===== config.mk =====
export PLATFORM = sky130hd
export DESIGN_NAME = burst_master_port
export DESIGN_NICKNAME = d
export VERILOG_FILES = /design/src/rtl/burst_master_port.sv
export SDC_FILE = /design/constraint.sdc
export NUM_CORES = 1
export LEC_CHECK = 0
export BUFFER_PORTS_ARGS = -buffer_cell sky130_fd_sc_hd__buf_2
export CELL_PAD_IN_SITES_DETAIL_PLACEMENT = 1
export CELL_PAD_IN_SITES_GLOBAL_PLACEMENT = 2
export CORE_MARGIN = 2
export CORE_UTILIZATION = 34
export DETAILED_ROUTE_END_ITERATION = 7
export HOLD_SLACK_MARGIN = 0.05
export PLACE_DENSITY_LB_ADDON = 0.2
export SLEW_MARGIN = 20
export SYNTH_ARGS = -nofsm -noshare
export SYNTH_HDL_FRONTEND = slang
export SYNTH_SLANG_ARGS = --single-unit

===== constraint.sdc =====
create_clock -name clk -period 2.4 [get_ports clk]
set_input_delay 0.72 -clock clk [delete_from_list [all_inputs] [get_ports clk]]
set_output_delay 0.72 -clock clk [all_outputs]
set_load 0.02 [all_outputs]

===== src/rtl/burst_master_port.sv =====
// burst_master_port: serial bus master that requests the bus, shifts out a
// slave/address/burst-count header, then moves a multi-beat write or read
// burst one serial beat at a time. Stalls and grant loss abort with an error
// pulse so the bus is never held indefinitely.
module burst_master_port #(
    parameter int SLAVE_LEN = 2,
    parameter int ADDR_LEN  = 12,
    parameter int DATA_LEN  = 8,
    parameter int BURST_LEN = 12,
    parameter int TIMEOUT   = 255
) (
    input  logic                 clk,
    input  logic                 reset,
    input  logic                 start,
    input  logic                 write,
    input  logic [ADDR_LEN-1:0]  address,
    input  logic [SLAVE_LEN-1:0] slave_select,
    input  logic [BURST_LEN-1:0] burst_num,
    input  logic [DATA_LEN-1:0]  wr_data,
    output logic                 wr_data_req,
    input  logic                 approval_grant,
    input  logic                 busy,
    input  logic                 slave_ready,
    input  logic                 slave_valid,
    input  logic                 rx_data,
    output logic                 approval_request,
    output logic                 tx_slave_select,
    output logic                 tx_address,
    output logic                 tx_burst_number,
    output logic                 tx_data,
    output logic                 master_valid,
    output logic                 write_en,
    output logic                 read_en,
    output logic [DATA_LEN-1:0]  rd_data,
    output logic                 new_rx,
    output logic                 tx_done,
    output logic                 error
);

    // Header length is the longest of the three serial fields.
    localparam int HDR_LEN = (SLAVE_LEN > ADDR_LEN)
                             ? ((SLAVE_LEN > BURST_LEN) ? SLAVE_LEN : BURST_LEN)
                             : ((ADDR_LEN > BURST_LEN) ? ADDR_LEN : BURST_LEN);
    localparam int HW = $clog2(HDR_LEN + 1);
    localparam int DW = $clog2(DATA_LEN + 1);
    localparam int TW = $clog2(TIMEOUT + 1);

    localparam logic [HW-1:0] HDR_LAST = HW'(HDR_LEN - 1);
    localparam logic [DW-1:0] BIT_LAST = DW'(DATA_LEN - 1);
    localparam logic [TW-1:0] TO_LAST  = TW'(TIMEOUT - 1);

    localparam logic [3:0] S_IDLE     = 4'd0;
    localparam logic [3:0] S_REQ      = 4'd1;
    localparam logic [3:0] S_HDR      = 4'd2;
    localparam logic [3:0] S_WAIT_RDY = 4'd3;
    localparam logic [3:0] S_LOAD     = 4'd4;
    localparam logic [3:0] S_WR_SHIFT = 4'd5;
    localparam logic [3:0] S_RD_SHIFT = 4'd6;
    localparam logic [3:0] S_DONE     = 4'd7;
    localparam logic [3:0] S_ABORT    = 4'd8;

    logic [3:0]           state_r,   state_s;
    logic                 write_r,   write_s;
    logic [SLAVE_LEN-1:0] ss_sh_r,   ss_sh_s;
    logic [ADDR_LEN-1:0]  addr_sh_r, addr_sh_s;
    logic [BURST_LEN-1:0] bn_sh_r,   bn_sh_s;
    logic [DATA_LEN-1:0]  wr_sh_r,   wr_sh_s;
    logic [DATA_LEN-1:0]  rx_sh_r,   rx_sh_s;
    logic [BURST_LEN-1:0] beats_r,   beats_s;
    logic [HW-1:0]        hdr_cnt_r, hdr_cnt_s;
    logic [DW-1:0]        bit_cnt_r, bit_cnt_s;
    logic [TW-1:0]        to_cnt_r,  to_cnt_s;
    logic                 rd_load_s;
    logic                 on_bus_s;
    logic                 typed_s;

    // Next-state and datapath update for the transaction sequencer.
    always_comb begin
        state_s   = state_r;
        write_s   = write_r;
        ss_sh_s   = ss_sh_r;
        addr_sh_s = addr_sh_r;
        bn_sh_s   = bn_sh_r;
        wr_sh_s   = wr_sh_r;
        rx_sh_s   = rx_sh_r;
        beats_s   = beats_r;
        hdr_cnt_s = hdr_cnt_r;
        bit_cnt_s = bit_cnt_r;
        to_cnt_s  = to_cnt_r;
        rd_load_s = 1'b0;
        case (state_r)
            S_IDLE: begin
                if (start) begin
                    state_s   = S_REQ;
                    write_s   = write;
                    ss_sh_s   = slave_select;
                    addr_sh_s = address;
                    bn_sh_s   = burst_num;
                    beats_s   = (burst_num == BURST_LEN'(0)) ? BURST_LEN'(1) : burst_num;
                end else begin
                    state_s = S_IDLE;
                end
            end
            S_REQ: begin
                if (approval_grant && !busy) begin
                    state_s   = S_HDR;
                    hdr_cnt_s = HW'(0);
                end else begin
                    state_s = S_REQ;
                end
            end
            S_HDR: begin
                if (!approval_grant) begin
                    state_s = S_ABORT;
                end else begin
                    // Shifting right feeds zeros once a short field runs out.
                    ss_sh_s   = ss_sh_r >> 1;
                    addr_sh_s = addr_sh_r >> 1;
                    bn_sh_s   = bn_sh_r >> 1;
                    if (hdr_cnt_r == HDR_LAST) begin
                        state_s   = write_r ? S_WAIT_RDY : S_RD_SHIFT;
                        bit_cnt_s = DW'(0);
                    end else begin
                        hdr_cnt_s = hdr_cnt_r + HW'(1);
                    end
                end
            end
            S_WAIT_RDY: begin
                if (!approval_grant) begin
                    state_s = S_ABORT;
                end else if (slave_ready) begin
                    state_s = S_LOAD;
                end else if (to_cnt_r == TO_LAST) begin
                    state_s = S_ABORT;
                end else begin
                    to_cnt_s = to_cnt_r + TW'(1);
                end
            end
            S_LOAD: begin
                if (!approval_grant) begin
                    state_s = S_ABORT;
                end else begin
                    state_s   = S_WR_SHIFT;
                    wr_sh_s   = wr_data;
                    bit_cnt_s = DW'(0);
                end
            end
            S_WR_SHIFT: begin
                if (!approval_grant) begin
                    state_s = S_ABORT;
                end else begin
                    wr_sh_s = wr_sh_r >> 1;
                    if (bit_cnt_r == BIT_LAST) begin
                        beats_s = beats_r - BURST_LEN'(1);
                        state_s = (beats_r == BURST_LEN'(1)) ? S_DONE : S_WAIT_RDY;
                    end else begin
                        bit_cnt_s = bit_cnt_r + DW'(1);
                    end
                end
            end
            S_RD_SHIFT: begin
                if (!approval_grant) begin
                    state_s = S_ABORT;
                end else if (slave_valid) begin
                    // New bit enters at the MSB so the first bit ends at the LSB.
                    rx_sh_s  = (rx_sh_r >> 1) | (DATA_LEN'(rx_data) << (DATA_LEN - 1));
                    to_cnt_s = TW'(0);
                    if (bit_cnt_r == BIT_LAST) begin
                        rd_load_s = 1'b1;
                        bit_cnt_s = DW'(0);
                        beats_s   = beats_r - BURST_LEN'(1);
                        state_s   = (beats_r == BURST_LEN'(1)) ? S_DONE : S_RD_SHIFT;
                    end else begin
                        bit_cnt_s = bit_cnt_r + DW'(1);
                    end
                end else if (to_cnt_r == TO_LAST) begin
                    state_s = S_ABORT;
                end else begin
                    to_cnt_s = to_cnt_r + TW'(1);
                end
            end
            S_DONE:  state_s = S_IDLE;
            S_ABORT: state_s = S_IDLE;
            default: state_s = S_IDLE;
        endcase
        // Every stall budget starts afresh in a new state.
        if (state_s != state_r) begin
            to_cnt_s = TW'(0);
        end else begin
            to_cnt_s = to_cnt_s;
        end
    end

    // Output qualifiers derived from the upcoming state.
    always_comb begin
        on_bus_s = (state_s == S_REQ) || (state_s == S_HDR) || (state_s == S_WAIT_RDY) ||
                   (state_s == S_LOAD) || (state_s == S_WR_SHIFT) || (state_s == S_RD_SHIFT);
        typed_s  = on_bus_s && (state_s != S_REQ) ||
                   (state_s == S_DONE) || (state_s == S_ABORT);
    end

    // State, datapath and registered outputs with synchronous reset.
    always_ff @(posedge clk) begin
        if (reset) begin
            state_r          <= S_IDLE;
            write_r          <= 1'b0;
            ss_sh_r          <= SLAVE_LEN'(0);
            addr_sh_r        <= ADDR_LEN'(0);
            bn_sh_r          <= BURST_LEN'(0);
            wr_sh_r          <= DATA_LEN'(0);
            rx_sh_r          <= DATA_LEN'(0);
            beats_r          <= BURST_LEN'(0);
            hdr_cnt_r        <= HW'(0);
            bit_cnt_r        <= DW'(0);
            to_cnt_r         <= TW'(0);
            approval_request <= 1'b0;
            master_valid     <= 1'b0;
            tx_slave_select  <= 1'b0;
            tx_address       <= 1'b0;
            tx_burst_number  <= 1'b0;
            tx_data          <= 1'b0;
            wr_data_req      <= 1'b0;
            write_en         <= 1'b0;
            read_en          <= 1'b0;
            rd_data          <= DATA_LEN'(0);
            new_rx           <= 1'b0;
            tx_done          <= 1'b0;
            error            <= 1'b0;
        end else begin
            state_r          <= state_s;
            write_r          <= write_s;
            ss_sh_r          <= ss_sh_s;
            addr_sh_r        <= addr_sh_s;
            bn_sh_r          <= bn_sh_s;
            wr_sh_r          <= wr_sh_s;
            rx_sh_r          <= rx_sh_s;
            beats_r          <= beats_s;
            hdr_cnt_r        <= hdr_cnt_s;
            bit_cnt_r        <= bit_cnt_s;
            to_cnt_r         <= to_cnt_s;
            approval_request <= on_bus_s;
            master_valid     <= (state_s == S_HDR) || (state_s == S_WR_SHIFT);
            tx_slave_select  <= (state_s == S_HDR) && ss_sh_s[0];
            tx_address       <= (state_s == S_HDR) && addr_sh_s[0];
            tx_burst_number  <= (state_s == S_HDR) && bn_sh_s[0];
            tx_data          <= (state_s == S_WR_SHIFT) && wr_sh_s[0];
            wr_data_req      <= (state_s == S_LOAD);
            write_en         <= typed_s && write_s;
            read_en          <= typed_s && !write_s;
            if (rd_load_s) begin
                rd_data <= rx_sh_s;
            end else begin
                rd_data <= rd_data;
            end
            new_rx           <= rd_load_s;
            tx_done          <= (state_s == S_DONE);
            error            <= (state_s == S_ABORT);
        end
    end

endmodule


==> results of run 1 <==
## layout make-up
class / instances / share of cell area
multi-input cells: 420 / 0.439
clock inverters: 6 / 0.0167
flip-flops and latches: 94 / 0.341
repair buffers: 107 / 0.117
well taps: 172 / 0.0389
clock buffers: 10 / 0.0432
inverters: 6 / 0.00407
## worst min path at each step
stage	to	slack [ns]	cells after the start
after global routing	rd_data[6]	0.48	2
after CTS	rd_data[2]	0.46	2
final	rd_data[2]	0.45	2
after floorplan	addr_sh_r[1]	0.43	2
after global placement	rd_data[7]	0.44	2
after detailed placement	rd_data[2]	0.45	2
## power by group through the flow
stage	logic, mW	registers, mW	clock network, mW
3_5_place_dp	0.424	1.69	0
6_report	0.426	1.65	1.59
3_3_place_gp	0.414	1.69	0
5_1_grt	0.480	1.66	1.69
2_1_floorplan	0.255	1.68	0
4_1_cts	0.426	1.65	1.63
## cells in the final DEF (no fill, tap or decap), types with 11 or more instances in the layout
cell type,Yosys,final
nor3_1,26,26
a22oi_1,28,28
and3_1,11,11
buf_2,2,62
nand2_1,76,76
a21oi_1,61,61
buf_4,0,45
dfxtp_1,94,92
nor2_1,54,54
o21ai_0,22,21
## flip-flops by register name (all words and copies together), names as in the netlist, 2 cells and up
name	flops
beats_r	12
state_r	4
addr_sh_r	12
ss_sh_r	2
bit_cnt_r	4
hdr_cnt_r	4
rd_data	8
to_cnt_r	8
wr_sh_r	8
bn_sh_r	12
rx_sh_r	7
## routing by layer
layer	vias up	track usage	wire length (µm)
li1	2185	-	-
met1	2151	0.254	6300
met2	65	0.337	6570
met3	21	0.0299	380
met4	0	0.0858	276
met5	-	0	0
## worst max-delay path: stages (launching register included)
cell and delay, ns:
dfxtp_1 0.32, inv_1 0.06, ha_1 0.14, nand4_1 0.18
o311ai_1 0.34, a21boi_0 0.17, or3_1 0.35, nor4_1 0.28
buf_4 0.17, nor3_1 0.04
## logic make-up (layout without fill, tap and decap cells)
| family | Yosys count | count (layout) | share of synthesized area |
|---|---|---|---|
| AOI/OAI and AO/OA | 166 | 166 | 0.239 |
| and+or+nand+nor | 236 | 236 | 0.260 |
| DFF | 94 | 94 | 0.423 |
| buffers and inverters | 38 | 129 | 0.0346 |
| muxes | 8 | 8 | 0.0180 |
| adders and majority gates | 7 | 7 | 0.0191 |
| xor gates and xnor gates | 3 | 3 | 0.00591 |
==> results.ini, run 1 <==
[setup_path]
cp.required_ns=2.61
rr_worst_depth=9
cp.arrival_ns=2.41
start_kind=register
cp-end-kind=register
endpoint=write_en
cp_max_fo=3
timing.rr.start=to_cnt_r[0]
r2r-end=write_en
rrSetupSlack_ns=0.20
crit_path_start=to_cnt_r[0]
critical_path_class=register to register

[synth]
synth_top_area_share=0.423
synth.most_common_cell=dfxtp_1
ys.flop_type=dfxtp_1
ys_top_cells_by_area=dfxtp_1 (42%), a21oi_1 (6.9%), nand2_1 (6.4%)
seq_area_frac_synth=0.423
syn_avg_cell_area_um2=8.06
synth_edf_count=0
synth_area_mm2=0.00445
syn_inst=552
yosys_register_bits=94
synth.distinct_cells=60
yosysWarnings=0
synth_top_cell_by_area=dfxtp_1
synthArstFlopShare=0
synth_common_cells=dfxtp_1 (94), nand2_1 (76), a21oi_1 (61)
synth_nets=601

[clocking]
cts_htree_levels=3
cts_tree=built
cts.clk_slew.worst_paths_ns=0.07
post_cts_resized=0
numClockSinks=94
cts_buffers=9
clk_latency_ns=0.35
cts_hold_buf=0
cts_setup_buffers=0
clk_path_buf_depth=2
cts_root_buf=clkbuf_16

[timing]
fmax_mhz=454
drv_slew=0
fin_tns_setup_ns=0
whs_ns=0.453
rsz0062_at_grt=false
slew_headroom=0.418
fin_crit_sh=0.917
hold_viol_final=0
fin_ws_ns=0.199
finalCriticalPeriod_ns=2.20
tightest_slew_ns=0.873
setup_viol=0
finalClockSkew_ns=0.00486

[global_routing]
grt_pass1_vias=4606
grt_pass1_wl_mm=22.9
grt_use_total=0.200
grt_max_degree=81
antenna_found_initial=0
overflow=0

[layout]
multiInputGateArea_mm2=0.00243
fin_cells=815
final-seq-area_mm2=0.00188
layout.nets=687
final_area_mm2=0.00553
diodes=0
drive_gt1_frac=0.210
fillers=1582
areaGrowthSynthToFinish_pct=24.4
post-route-util=0.437

[placed_design]
dp_hpwl_mm=9.84
io_buffer_count=62
dp_slack_ns=-0.0610
place_congestion=0.874
placed_cells=799
post_dp_cell_area_mm2=0.00518

[power]
power.leakage_nw=2.13
p_int_mw=2.73
ir_worst_vdd_uv=296
finalPower_mw=3.67
clockPowerShare=0.433
swShare=0.254
power_density_mw_per_mm2=663
p_seq_frac=0.451
power_frac_comb=0.116
netSwitchingPower_uw=933

[floorplan]
die_width_um=118
initial_core_util=0.351
die_y_um=118
dieArea_mm2=0.0140
io_pins=63
num_rows=41
core_area_mm2=0.0127

[route]
vias=4422
drc=0
drt_iter0_drc=187
drt_wl_total_mm=13.5
dr.pass1.iters=4
drtAntennaViolNets=0
detail_route.wl_per_cell_um=16.6
drt-vias-per-instance=5.43

[run]
maxCapViolations=0

[run_status]
status=finished, final reports clean

[min_path]
hp-start=rd_data[2]
hp-class=register to register

Note: power is estimated with default switching activity, not from simulation.
==> run 2: changes to the inputs <==
--- a/config.mk
+++ b/config.mk
@@ -5,11 +5,13 @@
 export SDC_FILE = /design/constraint.sdc
 export NUM_CORES = 1
 export LEC_CHECK = 0
+export ABC_AREA = 1
 export BUFFER_PORTS_ARGS = -buffer_cell sky130_fd_sc_hd__buf_2
 export CELL_PAD_IN_SITES_DETAIL_PLACEMENT = 1
 export CELL_PAD_IN_SITES_GLOBAL_PLACEMENT = 2
 export CORE_MARGIN = 2
-export CORE_UTILIZATION = 34
+export CORE_UTILIZATION = 33
+export CTS_BUF_LIST = sky130_fd_sc_hd__clkbuf_8
 export DETAILED_ROUTE_END_ITERATION = 7
 export HOLD_SLACK_MARGIN = 0.05
 export PLACE_DENSITY_LB_ADDON = 0.2
==> results.ini, run 2 <==
[min_path]
hp-class=register to register

[route]
drc=0  ; unchanged
detail_route.wl_per_cell_um=13.9  ; -16%
drt_wl_total_mm=12.7  ; -6.1%
dr.pass1.iters=4  ; unchanged
drt-vias-per-instance=4.83  ; -11%
drtAntennaViolNets=0  ; unchanged
drt_iter0_drc=151  ; -19%
vias=4413  ; -0.20%

[layout]
layout.nets=778  ; +13%
final_common_cell=nand2_1
post-route-util=0.387  ; -0.0498
diodes=0  ; unchanged
top_regs=addr_sh_r (12), beats_r (12), bn_sh_r (12)
areaGrowthSynthToFinish_pct=15.6
mostFrequentLayoutCells=nand2_1 (185), dfxtp_1 (94), nor2_1 (69)
drive_gt1_frac=0.174  ; -0.0356

[clocking]
cts_setup_buffers=0  ; unchanged
numClockSinks=94  ; unchanged
cts_buffers=9  ; unchanged
cts_root_buf=clkbuf_8
cts_tree=built
post_cts_resized=0  ; unchanged
clk_path_buf_depth=2  ; unchanged
cts.clk_slew.worst_paths_ns=0.08  ; about the same
clk_latency_ns=0.38  ; +0.03 ns
cts_hold_buf=0  ; unchanged
cts_htree_levels=3  ; unchanged

[setup_path]
cp_max_fo=18  ; +15
cp-end-kind=register
critPathMostFrequentCell=inv_2
crit_family=simple AND/OR/NAND/NOR gates
cp.required_ns=2.67  ; +0.06 ns
start_kind=register
path_cells=inv_2, nand2_2, nor2_2, inv_2, nand2_4, inv_1, nor3_1, nand2_1, a21oi_1, nor2_1
critPathBufInv=3  ; +1
critical_path_class=register to register
slowest_delay_ns=0.38  ; +0.03 ns
cp.arrival_ns=2.29  ; -0.12 ns
worst_path_max_delay_cell=dfxtp_1

[power]
power_density_mw_per_mm2=621  ; -6.3%
power.leakage_nw=2.35  ; +11%
finalPower_mw=3.30  ; -10%
p_int_mw=2.43  ; -11%
swShare=0.263  ; +0.00857
clockPowerShare=0.371  ; -0.062
ir_worst_vdd_uv=242  ; -18%
p_seq_frac=0.503  ; +0.052
power_frac_comb=0.126  ; +0.010
netSwitchingPower_uw=867  ; -7.1%

[timing]
setup_viol=0  ; unchanged
fin_tns_setup_ns=0  ; unchanged
tightest_slew_ns=0.776  ; -0.0975 ns
fin_crit_sh=0.843  ; -0.0741
fmax_mhz=494  ; +8.8%
finalCriticalPeriod_ns=2.02  ; -0.178 ns
rsz0062_at_grt=false
slew_headroom=0.481  ; +0.0631
whs_ns=0.445  ; -0.00715 ns
drv_slew=0  ; unchanged
finalClockSkew_ns=0.0131  ; +0.00824 ns
hold_viol_final=0  ; unchanged

[global_routing]
grt_pass1_wl_mm=21.4  ; -6.4%
grt_max_degree=46  ; -43%
grt_use_total=0.182  ; -0.0181
overflow=0  ; unchanged
antenna_found_initial=0  ; unchanged
grt_pass1_vias=4504  ; -2.2%

[synth]
synthArstFlopShare=0  ; unchanged
synth.distinct_cells=39  ; -35%
synth_top_cell_by_area=dfxtp_1
syn_avg_cell_area_um2=6.85  ; -15%
synth.most_common_cell=nand2_1
ys.flop_type=dfxtp_1
syn_inst=670  ; +21%
synth_nets=719  ; +20%
synth_top_area_share=0.410  ; -0.0133
yosysWarnings=0  ; unchanged
synth_edf_count=0  ; unchanged
synth_area_mm2=0.00459  ; +3.2%
synth_common_cells=nand2_1 (185), dfxtp_1 (94), nor2_1 (69)
seq_area_frac_synth=0.410  ; -0.0133
yosys_register_bits=94  ; unchanged
ys_top_cells_by_area=dfxtp_1 (41%), nand2_1 (15%), nor2_1 (5.6%)

[floorplan]
num_rows=43  ; +4.9%
die_y_um=122  ; +3.0%
dieArea_mm2=0.0149  ; +6.1%
io_pins=63  ; unchanged
initial_core_util=0.335  ; -0.0163
core_area_mm2=0.0137  ; +8.3%
die_width_um=122  ; +3.0%

[placed_design]
io_buffer_count=62  ; unchanged
place_congestion=0.838  ; -4.2%
dp_hpwl_mm=9.39  ; -4.5%

[run_status]
status=finished, final reports clean

[run]
maxCapViolations=0  ; unchanged

## run 2: cell count changes after synthesis, sizes merged, moves of 22 or more
cell | before | now
nand2 | 76 | 195
inv | 6 | 75
o21ai | 22 | 54
a22oi | 28 | 2
nor2 | 54 | 79
a31oi | 9 | 31
## run 2: worst min-delay path, delay by kind of cell (launching register included)
| kind | cells | cell delay (ns) |
|---|---|---|
| DFF | 1 | 0.31 |
| buffers and inverters | 1 | 0.04 |
| AOI/OAI and AO/OA | 1 | 0.05 |
## run 2: per-layer routing
layer	vias to the layer above	track usage	share of wire
met2	50	0.309	0.48
met1	2076	0.230	0.48
li1	2277	-	-
met5	-	0	0
met3	10	0.0426	0.028
met4	0	0.0517	0.012
## run 2: power groups by stage
stage | registers, mW | logic, mW | clock network, mW
floorplan | 1.69 | 0.290 | 0
global placement | 1.69 | 0.410 | 0
detailed placement | 1.69 | 0.419 | 0
CTS | 1.66 | 0.422 | 1.28
global route | 1.67 | 0.477 | 1.35
finish | 1.66 | 0.415 | 1.22
## run 2: stage by stage
stage | instance area (µm²) | setup slack (ns) | std cells
global placement | 5070 | 0.338 | 898
CTS | 5310 | 0.352 | 914
floorplan | 4590 | 0.583 | 670
finish | 5310 | 0.377 | 914
global route | 5310 | 0.144 | 914
detailed placement | 5070 | 0.257 | 898
## run 2: cell families (layout without fill, tap and decap cells)
logic type	count (synthesis)	count (layout)	share of synthesized area
adder cells (fa/ha/maj)	6	6	0.0164
AO/OA/AOI/OAI	148	148	0.178
flip-flops	94	94	0.410
AND/OR/NAND/NOR	316	316	0.295
XOR/XNOR	6	6	0.0114
buffers and inverters	100	164	0.0899
## run 2: final timing paths
kind,slack [ns],cells after the start,start,endpoint
max,0.38,10,state_r[1],beats_r[11]
min,0.45,2,rx_sh_r[1],rd_data[0]
max reg2reg,0.38,10,state_r[1],beats_r[11]
min reg2reg,0.45,2,rx_sh_r[1],rd_data[0]
## run 2: area by class of cell
class                   instances  area [µm²]
clock buffers                  12         165
well taps                     180         225
repair buffers                 72         385
flip-flops and latches         94        1880
multi-input cells             476        2300
inverters                      76         285
fillers                      1799        8410
clock inverters                 4        68.8
==> run 3: changes to the inputs <==
--- a/config.mk
+++ b/config.mk
@@ -5,12 +5,12 @@
 export SDC_FILE = /design/constraint.sdc
 export NUM_CORES = 1
 export LEC_CHECK = 0
-export ABC_AREA = 1
+export ABC_AREA = 0
 export BUFFER_PORTS_ARGS = -buffer_cell sky130_fd_sc_hd__buf_2
 export CELL_PAD_IN_SITES_DETAIL_PLACEMENT = 1
 export CELL_PAD_IN_SITES_GLOBAL_PLACEMENT = 2
 export CORE_MARGIN = 2
-export CORE_UTILIZATION = 33
+export CORE_UTILIZATION = 31
 export CTS_BUF_LIST = sky130_fd_sc_hd__clkbuf_8
 export DETAILED_ROUTE_END_ITERATION = 7
 export HOLD_SLACK_MARGIN = 0.05
==> constraint.sdc (replaced) <==
create_clock -name clk -period 1.7 [get_ports clk]
set_input_delay 0.51 -clock clk [delete_from_list [all_inputs] [get_ports clk]]
set_output_delay 0.51 -clock clk [all_outputs]
set_load 0.02 [all_outputs]
==> results.ini, run 3 (synthesis gave the netlist of run 1 again) <==
[clocking]
numClockSinks=94  ; unchanged
cts_htree_levels=3  ; unchanged
clk_path_buf_depth=2  ; unchanged
cts.clk_slew.worst_paths_ns=0.11  ; +0.03 ns
cts_hold_buf=0  ; unchanged
cts_tree=built
clk_latency_ns=0.39  ; about the same
cts_buffers=9  ; unchanged
cts_root_buf=clkbuf_8

[power]
power_density_mw_per_mm2=658  ; +5.9%
ir_worst_vdd_uv=470  ; +94%
power.leakage_nw=2.96  ; +26%

[placed_design]
io_buffer_count=62  ; unchanged
dp_slack_ns=-0.494  ; -0.752 ns
place_congestion=0.860  ; +2.7%
placed_cells=889  ; -1.0%
dp_hpwl_mm=11.0  ; +17%

[route]
vias=5138  ; +16%
drtAntennaViolNets=0  ; unchanged
drt_wl_total_mm=17.9  ; +41%
dr.pass1.iters=4  ; unchanged
drt-vias-per-instance=5.43  ; +12%
drt_iter0_drc=277  ; +83%
drc=0  ; unchanged
detail_route.wl_per_cell_um=18.9  ; +36%

[timing]
fin_tns_setup_ns=-9.60  ; -9.60 ns
drv_slew=0  ; unchanged
slew_headroom=0.321  ; -0.160
hold_viol_final=0  ; unchanged
rsz0062_at_grt=true
fin_ws_ns=-0.375  ; -0.752 ns
finalCriticalPeriod_ns=2.07  ; +0.0518 ns
fmax_mhz=482  ; -2.5%
tightest_slew_ns=1.02  ; +0.242 ns
fin_crit_sh=1.22  ; +0.378
setup_viol=78  ; +78
finalClockSkew_ns=0.0192  ; +0.00609 ns

[layout]
mostFrequentLayoutCells=buf_4 (121), dfxtp_1 (82), buf_2 (62)
layout.nets=812  ; +4.4%
post-route-util=0.532  ; +0.145
drive_gt1_frac=0.514  ; +0.339
final_common_cell=buf_4
fin_cells=947  ; +3.6%
fillers=1610  ; -11%
top_regs=addr_sh_r (12), beats_r (12), bn_sh_r (12)
diodes=0  ; unchanged
areaGrowthSynthToFinish_pct=66.7

[setup_path]
cp.arrival_ns=2.40  ; +0.11 ns
worst_path_max_delay_cell=or4_4
slowest_delay_ns=0.51  ; +0.13 ns
cp_max_fo=8  ; -10
cp-end-kind=register
cp.required_ns=2.02  ; -0.65 ns
start_kind=register
rr_worst_depth=6  ; -4
path_cells=and3_4, nor3_2, or4_4, nor4b_4, o2111ai_4, nor2_1
critical_path_class=register to register

[min_path]
hp-class=input pin to register
hold-path-cell-count=3  ; +1

[global_routing]
grt_use_total=0.230  ; +0.0482
grt_pass1_wl_mm=27.1  ; +26%
overflow=0  ; unchanged
grt_pass1_vias=5342  ; +19%
antenna_found_initial=0  ; unchanged
grt_max_degree=81  ; +76%

[floorplan]
num_rows=43  ; unchanged
dieArea_mm2=0.0153  ; +3.0%
core_area_mm2=0.0139  ; +1.6%
die_y_um=124  ; +1.5%
io_pins=63  ; unchanged
die_width_um=124  ; +1.5%
initial_core_util=0.319  ; -0.0155

[run_status]
status=finished, violations left
violations=setup timing

[run]
maxCapViolations=0  ; unchanged

-- run 3: metal layers --
metal | wire length (µm) | part of all wire | global-route usage
met1 | 7500 | 0.42 | 0.262
met3 | 684 | 0.038 | 0.0549
met5 | 0 | 0 | 0
met4 | 497 | 0.028 | 0.0831
met2 | 9220 | 0.51 | 0.417
-- run 3: timing repair --
item,in CTS,in global routing
pin swaps,65,36
gates cloned,2,2
buffers inserted,31,14
gates resized for setup,130,95
endpoints found under the setup margin,86,90
endpoints found under the hold margin,0,0
-- run 3: worst paths after layout --
check             slack (ns)     endpoint        from
setup / recovery       -0.37  to_cnt_r[1]  state_r[2]
hold / removal          0.36   rd_data[7]     rx_data
setup reg to reg       -0.37  to_cnt_r[1]  state_r[2]
hold reg to reg         0.46   rd_data[1]  rd_data[1]
-- run 3: area by class of cell --
cell class                      instances  area (µm²)  share of cell area
Inverter                                6        26.3             0.00355
Tap cell                              180         225              0.0304
Timing Repair Buffer                  231        1870               0.252
Clock buffer                            9         124              0.0167
Multi-Input combinational cell        421        3190               0.431
Clock inverter                          6        68.8             0.00929
Sequential cell                        94        1910               0.257
-- run 3: stage by stage --
step | hold WS (ns) | area, µm² | total power, mW
final | 0.361 | 7410 | 4.87
after global placement | 0.443 | 5970 | 3.09
after detailed placement | 0.445 | 5970 | 3.12
after CTS | 0.353 | 6930 | 4.81
after floorplan | 0.432 | 4590 | 2.75
after global routing | 0.340 | 7410 | 5.12
-- run 3: report_power, final --
part           internal [mW]  total, mW  switching, mW
Sequential              2.27       2.32         0.0500
Combinational          0.465      0.989          0.523
Clock                  0.685       1.56          0.875
Total                   3.42       4.87           1.45
-- run 3: worst max-delay path, delay by kind of cell (launching register included) --
kind,cells,cell delay (ns)
DFF,1,0.42
and+or+nand+nor,5,1.30
AOI/OAI and AO/OA,1,0.30
